File: src/rtl/axis_nibble_unpacker.sv
// Nibble unpacker: re-emits packed 16-bit AXI-stream words as beats of N nibbles.
// Ports: clk, rst (async low), s_* slave stream, cfg_nib, m_* master stream, err; UNPACK_STATS_EN adds pkt_cnt/nib_cnt.
module axis_nibble_unpacker #(
  parameter int DEPTH = 32,
  parameter int AW    = 5
) (
  input  logic        clk,
  input  logic        rst,
  input  logic [15:0] s_data,
  input  logic        s_valid,
  input  logic        s_last,
  input  logic [7:0]  s_keep,
  output logic        s_ready,
  input  logic [2:0]  cfg_nib,
  output logic [15:0] m_data,
  output logic        m_valid,
  output logic        m_last,
  output logic [7:0]  m_keep,
  input  logic        m_ready,
  output logic        err
`ifdef UNPACK_STATS_EN
  ,
  output logic [15:0] pkt_cnt,
  output logic [15:0] nib_cnt
`endif
);

  typedef enum logic [1:0] {
    IDLE,
    FILL,
    DRAIN
  } state_t;

  localparam logic [AW:0] DEPTH_C = (AW+1)'(DEPTH);

  state_t      state;
  logic [3:0]  mem [DEPTH];
  logic [AW-1:0] wr_ptr;
  logic [AW-1:0] rd_ptr;
  logic [AW:0] count;
  logic [AW:0] free;
  logic [2:0]  n_q;
  logic [2:0]  n_cfg;
  logic        last_sent;

  logic        accept;
  logic        keep_ok;
  logic [2:0]  push;
  logic        m_hs;
  logic        slot;
  logic        form;
  logic [2:0]  e;
  logic        last_b;
  logic [AW:0] n_ext;
  logic [15:0] d_next;

  assign n_cfg   = (cfg_nib == 3'd0 || cfg_nib > 3'd4) ? 3'd4 : cfg_nib;
  assign free    = DEPTH_C - count;
  // Gated by rst so every output reads 0 while reset is held.
  assign s_ready = rst && (state != DRAIN) && (free >= (AW+1)'(4));
  assign accept  = s_valid && s_ready;
  assign keep_ok = s_keep inside {8'd0, 8'd4, 8'd8, 8'd12, 8'd16};
  assign push    = keep_ok ? s_keep[4:2] : 3'd0;
  assign m_hs    = m_valid && m_ready;
  assign slot    = !m_valid || m_hs;

  always_comb begin
    n_ext  = (AW+1)'(n_q);
    e      = (count >= n_ext) ? n_q : count[2:0];
    form   = 1'b0;
    if (slot) begin
      unique case (1'b1)
        (state == FILL):  form = (count >= n_ext);
        // Also covers the empty final beat of a zero-length packet.
        (state == DRAIN): form = (count != '0) || !last_sent;
        default:          form = 1'b0;
      endcase
    end
    last_b = (state == DRAIN) && ((AW+1)'(e) == count);
    d_next = '0;
    for (int i = 0; i < 4; i++) begin
      if (3'(i) < e)
        d_next[4*i +: 4] = mem[rd_ptr + AW'(i)];
    end
  end

  always_ff @(posedge clk or negedge rst) begin
    if (!rst) begin
      state     <= IDLE;
      wr_ptr    <= '0;
      rd_ptr    <= '0;
      count     <= '0;
      n_q       <= 3'd0;
      last_sent <= 1'b0;
      err       <= 1'b0;
      m_data    <= '0;
      m_valid   <= 1'b0;
      m_last    <= 1'b0;
      m_keep    <= '0;
      for (int i = 0; i < DEPTH; i++)
        mem[i] <= 4'h0;
    end else begin
      if (accept) begin
        for (int k = 0; k < 4; k++) begin
          if (3'(k) < push)
            mem[wr_ptr + AW'(k)] <= s_data[4*k +: 4];
        end
        wr_ptr <= wr_ptr + AW'(push);
        if (!keep_ok)
          err <= 1'b1;
      end

      unique case (state)
        IDLE: begin
          if (accept) begin
            n_q       <= n_cfg;
            last_sent <= 1'b0;
            state     <= s_last ? DRAIN : FILL;
          end
        end
        FILL: begin
          if (accept && s_last) begin
            last_sent <= 1'b0;
            state     <= DRAIN;
          end
        end
        DRAIN: begin
          if (m_hs && m_last)
            state <= IDLE;
        end
        default: state <= IDLE;
      endcase

      if (form) begin
        m_valid <= 1'b1;
        m_data  <= d_next;
        m_keep  <= {3'b000, e, 2'b00};
        m_last  <= last_b;
        rd_ptr  <= rd_ptr + AW'(e);
        if (last_b)
          last_sent <= 1'b1;
      end else if (m_hs) begin
        m_valid <= 1'b0;
        m_data  <= '0;
        m_keep  <= '0;
        m_last  <= 1'b0;
      end

      count <= count
             + (accept ? (AW+1)'(push) : '0)
             - (form ? (AW+1)'(e) : '0);
    end
  end

`ifdef UNPACK_STATS_EN
  always_ff @(posedge clk or negedge rst) begin
    if (!rst) begin
      pkt_cnt <= '0;
      nib_cnt <= '0;
    end else if (m_hs) begin
      nib_cnt <= nib_cnt + {13'd0, m_keep[4:2]};
      if (m_last)
        pkt_cnt <= pkt_cnt + 16'd1;
    end
  end
`endif

endmodule
File: config.mk
export PLATFORM = sky130hd
export DESIGN_NAME = axis_nibble_unpacker
export DESIGN_NICKNAME = d
export VERILOG_FILES = /design/src/rtl/axis_nibble_unpacker.sv
export SDC_FILE = /design/constraint.sdc
export NUM_CORES = 1
export LEC_CHECK = 0
export CAP_MARGIN = 15
export CORE_ASPECT_RATIO = 1.2
export CORE_UTILIZATION = 45
export DETAILED_ROUTE_END_ITERATION = 12
export PLACE_DENSITY = 0.72
export SLEW_MARGIN = 20
export SYNTH_ARGS = -nofsm -noshare
export SYNTH_HDL_FRONTEND = slang
export SYNTH_SLANG_ARGS = --single-unit
File: constraint.sdc
create_clock -name clk -period 11.41 [get_ports clk]
set_input_delay 2.282 -clock clk [delete_from_list [all_inputs] [get_ports clk]]
set_output_delay 2.282 -clock clk [all_outputs]
set_load 0.005 [all_outputs]
* Yosys cells after proc, flatten, opt, wreduce, memory -nomap -nowiden
Cells that the tools add are included.
** Operators by class
- Add/subtract/negate cells :: 11
- Magnitude comparators :: 23
- Equality and inequality tests :: 11
- Mux-type cells :: 59
- Bitwise operators :: 9
- Reduce and logical (&&, ||, !) cells :: 25
** Operators by type and width (count)
- $mux W128 :: 7
- $bwmux W128 :: 4
- $bmux W4 S5 :: 4
- $demux W4 S5 :: 4
- $mux W4 :: 16
- $ge A6 B6 Y1 const B :: 8
- $not A5 Y6 :: 8
- $mux W16 :: 2
- $lt A6 B1 Y1 const B :: 4
- $add A5 B2 Y5 const B :: 4
- $eq A8 B4 Y1 const B :: 2
- $mux W8 :: 2
- $mux W3 :: 5
- $lt A1 B3 Y1 const A :: 4
- $lt A2 B3 Y1 const A :: 4
- $logic_and A1 B1 Y1 :: 11
- $add A5 B1 Y5 const B :: 2
- $add A5 B3 Y5 :: 2
- $eq A8 B3 Y1 const B :: 1
- $eq A8 B5 Y1 const B :: 1
- $logic_not A8 Y1 :: 1
- $mux W1 :: 8
- $mux W2 :: 4
- $add A6 B3 Y6 :: 1
- 22 further kinds :: 29
** Storage, ports and cells
- Register bits :: 177
- Input port bits :: 32
- Output and inout bits :: 28

* Logic depth before layout (Yosys ltp)
- Depth after elaboration :: 16
- Depth in mapped cells :: 17
- Depth with buffers taken out :: 16

* Worst setup path after synthesis
No wires, ideal clock.
- Kind :: input -> register
- Start point :: input s_keep[2]
- End point :: register count[5]
- Arrival :: 4.909 ns
- Data required time :: 11.287 ns
- Setup slack :: 6.379 ns
- Stages :: 15
- Path buffers :: 4
- Cell sequence :: buf_2 or3b_1 buf_6 buf_6 buf_2 nor2_1 nand2_1 fa_1 inv_1 ha_1 a21oi_1 nor2b_1 nor2_1 o21bai_1 xnor2_1
** On the way
- Cells in the longest elaborated chain, start to end :: 6
- Elaborated cells on any way between the ends :: 10
** RTL lines
- start: declaration :: line 12 : input logic [7:0] s_keep,
- $eq A8 B3 Y1, or another cell as far along :: line 62 : assign keep_ok = s_keep inside {8'd0, 8'd4, 8'd8, 8'd12, 8'd16};
- $reduce_bool A5 Y1 :: line 62
- $mux W3 * :: line 63 : assign push = keep_ok ? s_keep[4:2] : 3'd0;
- $mux W3 * :: line 150 : + (accept ? (AW+1)'(push) : '0)
- $add A6 B3 Y6 * :: line 150
- $sub A6 B3 Y6 * :: line 151 : - (form ? (AW+1)'(e) : '0);
- end signal: assignment :: line 149 : count <= count
- end: declaration :: line 40 : logic [AW:0] count;
Mark *: on every way between the ends. The rest lies on a longest branch, timed or not.
A chain may end at the register's enable or synchronous reset.

* Final worst setup path
- Start point :: input rst
- End point :: output s_ready
** On the way
- Cells in the longest elaborated chain, start to end :: 2
** RTL lines
- start: declaration :: line 8 : input logic rst,
- $logic_and A1 B1 Y1 (2 in series) :: line 60 : assign s_ready = rst && (state != DRAIN) && (free >= (AW+1)'(4));
- end: declaration :: line 13 : output logic s_ready,
Every way passes these cells.

==> metrics.md <==
| Metric | Value |
|---|---|
| Crit path launch type | input pin |
| Clk buf depth | 2 |
| Initial core utilization | 45.7% |
| Leakage | 7.03 nW |
| Number of max-cap violations | 0 |
| Final min period | 5.75 ns |
| Compound-gate portion of the synthesized area | 26.8% |
| Clock Pin Slew Worst Setup and Hold Paths | 0.07 ns |
| Crit Path Class | in2out |
| Routability-driven placement congestion ratio | 1.10 |
| CP Data Required Time | 9.13 ns |
| Combinational family with the most area after synthesis | compound AO/OA/AOI/OAI gates |
| Dpl hpwl | 55400 microns |
| Core ar. | 40800 sq um |
| Post-synthesis register bit count | 172 |
| Dpl cell area | 19400 sq um |
| Post-route clock skew | 0.0118 ns |
| Site row count | 81 |
| XOR/XNOR share of the synthesized area | 1.31% |
| Final ANT Viol Nets | 0 |
| Final net count | 2145 |
| Min-delay worst type | reg2reg |
| Area growth, synth to finish | 7.40% |
| Final Cycle Share | 50.4% |
| Fmax | 0.174 GHz |
| Reg area | 4310 sq um |
| Die height | 225 microns |
| Worst path bufs/invs | 2 |
| Crit path max-delay cell type | clkdlybuf4s50_1 |
| Cell variety after synth | 101 |
| Prevailing post-synth register cell | dfrtp_1 |
| Count of input and output buffers | 54 |
| Ant. Diodes | 0 |
| Mapped Cells | 2151 |
| Ratio of cells with drive above 1 in the final layout | 17.2% |
| Peak VDD IR | 0.000262 V |
| Seq/Total Area, Yosys | 23.1% |
| Final hold violations | 0 |
| Worst-margin pin slew | 1.38 ns |
| Vias per std cell | 7.66 |
| WHS Endpoint | m_keep[2]$_DFFE_PN0P_ |
| First-pass GRT wire length | 121000 microns |
| FF-to-FF path depth | 9 |
| Reg2Reg Launch Point | count[3]$_DFF_PN0_ |
| Outcome | finished, final reports clean |
| GRT Total Usage | 38.4% |
| Setup TNS | 0 ns |
| Number of global-route vias before repair | 19.0k |
| Multi-input logic area | 13500 sq um |
| CP Max Fanout | 54 |
| Post-route cell area | 20000 sq um |
| Pwr Density | 274 nW/um^2 |
| Final setup viols | 0 |
| Ys async rst share | 100% |
| Wirelength per Cell | 30.7 microns |
| Crit-path cells | buf_6 > nand2b_1 > a21oi_1 > clkdlybuf4s50_1 |
| Syn Area/Cell | 8.68 sq um |
| Adder-cell share of the synthesized area | 2.41% |
| FF-to-FF End | mem[37]$_DFFE_PN0N_ |
| Root buf cell | clkbuf_16 |
| Top Family by Delay on Critical Path | buffers and inverters |
| CTS tree | yes |
| Crit path DAT | 3.47 ns |
| Fillers | 3738 |
| Hold path start | m_keep[2]$_DFFE_PN0P_ |
| Die area | 42300 sq um |
| Mux share of post-synthesis cell area | 21.8% |
| Total number of vias | 20.2k |
| Slew Limit Fails | 0 |
| H-tree depth | 4 |
| EDFF count, synth | 0 |
| Post-CTS setup buffer count | 0 |
| Post-synthesis simple-gate area fraction | 19.4% |
| Slew headroom | 7.50% |
| # DRC | 0 |
| CTS Sinks | 172 |
| Initial antenna violation count | 0 |
| Fin Hold WS | 0.477 ns |
| Post-Syn Area | 18700 sq um |
| CTS Hold Bufs | 0 |
| Reg-to-reg slack, setup | 7.08 ns |
| YS warnings | 0 |
| Hold Crit Depth | 1 |
| Post-CTS resize count | 0 |
| Unrepaired setup endpoints after global routing | no |
| Ports | 60 |
| Pin count of the biggest net entering global routing | 83 |
| DIE WIDTH | 188 microns |
| Setup crit end kind | output pin |
| Total wire length | 80900 microns |
| Slowest stage delay, CP | 0.50 ns |
| Clock latency on the worst-skew pair | 0.47 ns |
| Initial DRC count | 3814 |
| Total CTS buffers | 17 |
| Total gr overflow | 0 |
| 1st-pass router iterations | 7 |
## worst max path at each step
stage	endpoint	slack, ns	depth (start not counted)	startpoint
floorplan	count[5]$_DFF_PN0_	6.38	15	s_keep[2]
global placement	s_ready	5.63	4	rst
detailed placement	count[5]$_DFF_PN0_	5.55	14	rst
CTS	s_ready	5.62	4	rst
global route	s_ready	5.55	4	rst
finish	s_ready	5.66	4	rst
## registers in the layout, indices dropped and copies added, names as in the netlist
name	count
last_sent	1
count	6
err	1
m_last	1
n_q	3
mem	128
m_valid	1
rd_ptr	5
m_keep	3
state	2
wr_ptr	5
m_data	16
## routing by layer
layer	vias up	part of all wire [%]	global-route usage, %
li1	8230	-	-
met1	9452	33	46.0
met2	1886	43	57.5
met3	582	15	12.4
met4	0	9.3	28.8
met5	-	0	0
## layout by cell type (no fill, tap or decap), types with 16 or more instances in the layout
cell type / instances
o21ai_0: 137
nand3_1: 188
nand2_1: 173
mux2_2: 48
dfrtp_1: 170
nor3_2: 17
mux2i_1: 60
clkdlybuf4s50_1: 50
a21o_1: 18
o21ai_1: 22
a21oi_1: 256
a31oi_1: 99
clkbuf_16: 17
a211o_1: 21
buf_4: 38
nor2_1: 105
mux4_2: 130
ha_1: 27
or3_1: 24
nor3_1: 25
o211ai_1: 90
nand2b_1: 16
inv_1: 31
## power by group
group          total, mW  internal (mW)  switching, mW
clock network      0.644          0.364          0.279
logic               3.43           1.69           1.73
registers           1.42          0.859          0.561
## metrics by stage
stage               util, %  total power [mW]  instances  worst slack, ns
global route           49.1              5.72       2631             5.55
finish                 49.1              5.49       2631             5.66
detailed placement     47.4              4.69       2599             5.55
CTS                    48.9              5.34       2630             5.62
floorplan                 -              3.71       2155             6.38
global placement       47.4              4.59       2599             5.63
## logic make-up after synthesis
family | Yosys count
AO/OA/AOI/OAI | 785
AND/OR/NAND/NOR | 676
multiplexers | 238
buffers and inverters | 219
flip-flops | 172
adder cells (fa/ha/maj) | 33
XOR/XNOR | 27
other | 1
## cell usage after synthesis (6+ instances only)
cell      count  area share (%)
or3_1        24            0.80
a211oi_1     11            0.44
a22oi_1       6            0.24
a21oi_1     256             6.9
xnor2_1      15            0.70
mux4_2      130              16
nor3_1       28            0.75
buf_4        12            0.48
nand3b_1     12            0.48
a31oi_1      99             3.3
a221oi_1      6            0.28
o21ai_0     137             3.7
a22o_1       10            0.47
nand2_1     173             3.5
nor2b_1      13            0.44
or2_2         9            0.30
o21ai_2       7            0.33
o221a_2       6            0.36
nor4_1        6            0.20
nand2b_1     16            0.54
mux2_2       48             2.9
o21ai_1      23            0.62
o31ai_1       9            0.36
o211ai_1     90             3.6
o21a_1        6            0.24
and3_1       12            0.40
o22ai_1      11            0.37
dfrtp_1     172              23
and2_1        8            0.27
a211o_1      21            0.99
xor2_1       11            0.52
ha_1         28             1.9
buf_1        15            0.30
inv_1        31            0.62
buf_2        70             1.9
nor3_2       17            0.91
nor2_1      108             2.2
clkbuf_1     86             1.7
o221ai_1      9            0.42
nand3_1     188             5.0
mux2i_1      60             3.2
a21o_1       19            0.76
a211oi_4      6            0.64
## worst register-to-register path: stages, from the launching register on
cell	delay [ns]
dfrtp_1	0.47
inv_1	0.12
ha_1	0.20
nor4b_1	0.15
xnor2_1	0.43
a21o_4	0.72
buf_4	0.72
buf_4	0.81
nor2_1	0.25
a221o_1	0.36
## cell type report
| cell class | instances | share of cell area, % |
|---|---|---|
| Inverter | 32 | 0.599 |
| Multi-Input combinational cell | 1764 | 67.3 |
| Clock inverter | 12 | 0.861 |
| Sequential cell | 172 | 21.5 |
| Tap cell | 539 | 3.36 |
| Clock buffer | 19 | 2.16 |
| Timing Repair Buffer | 93 | 4.19 |
Note: power is estimated with default switching activity, not from simulation.
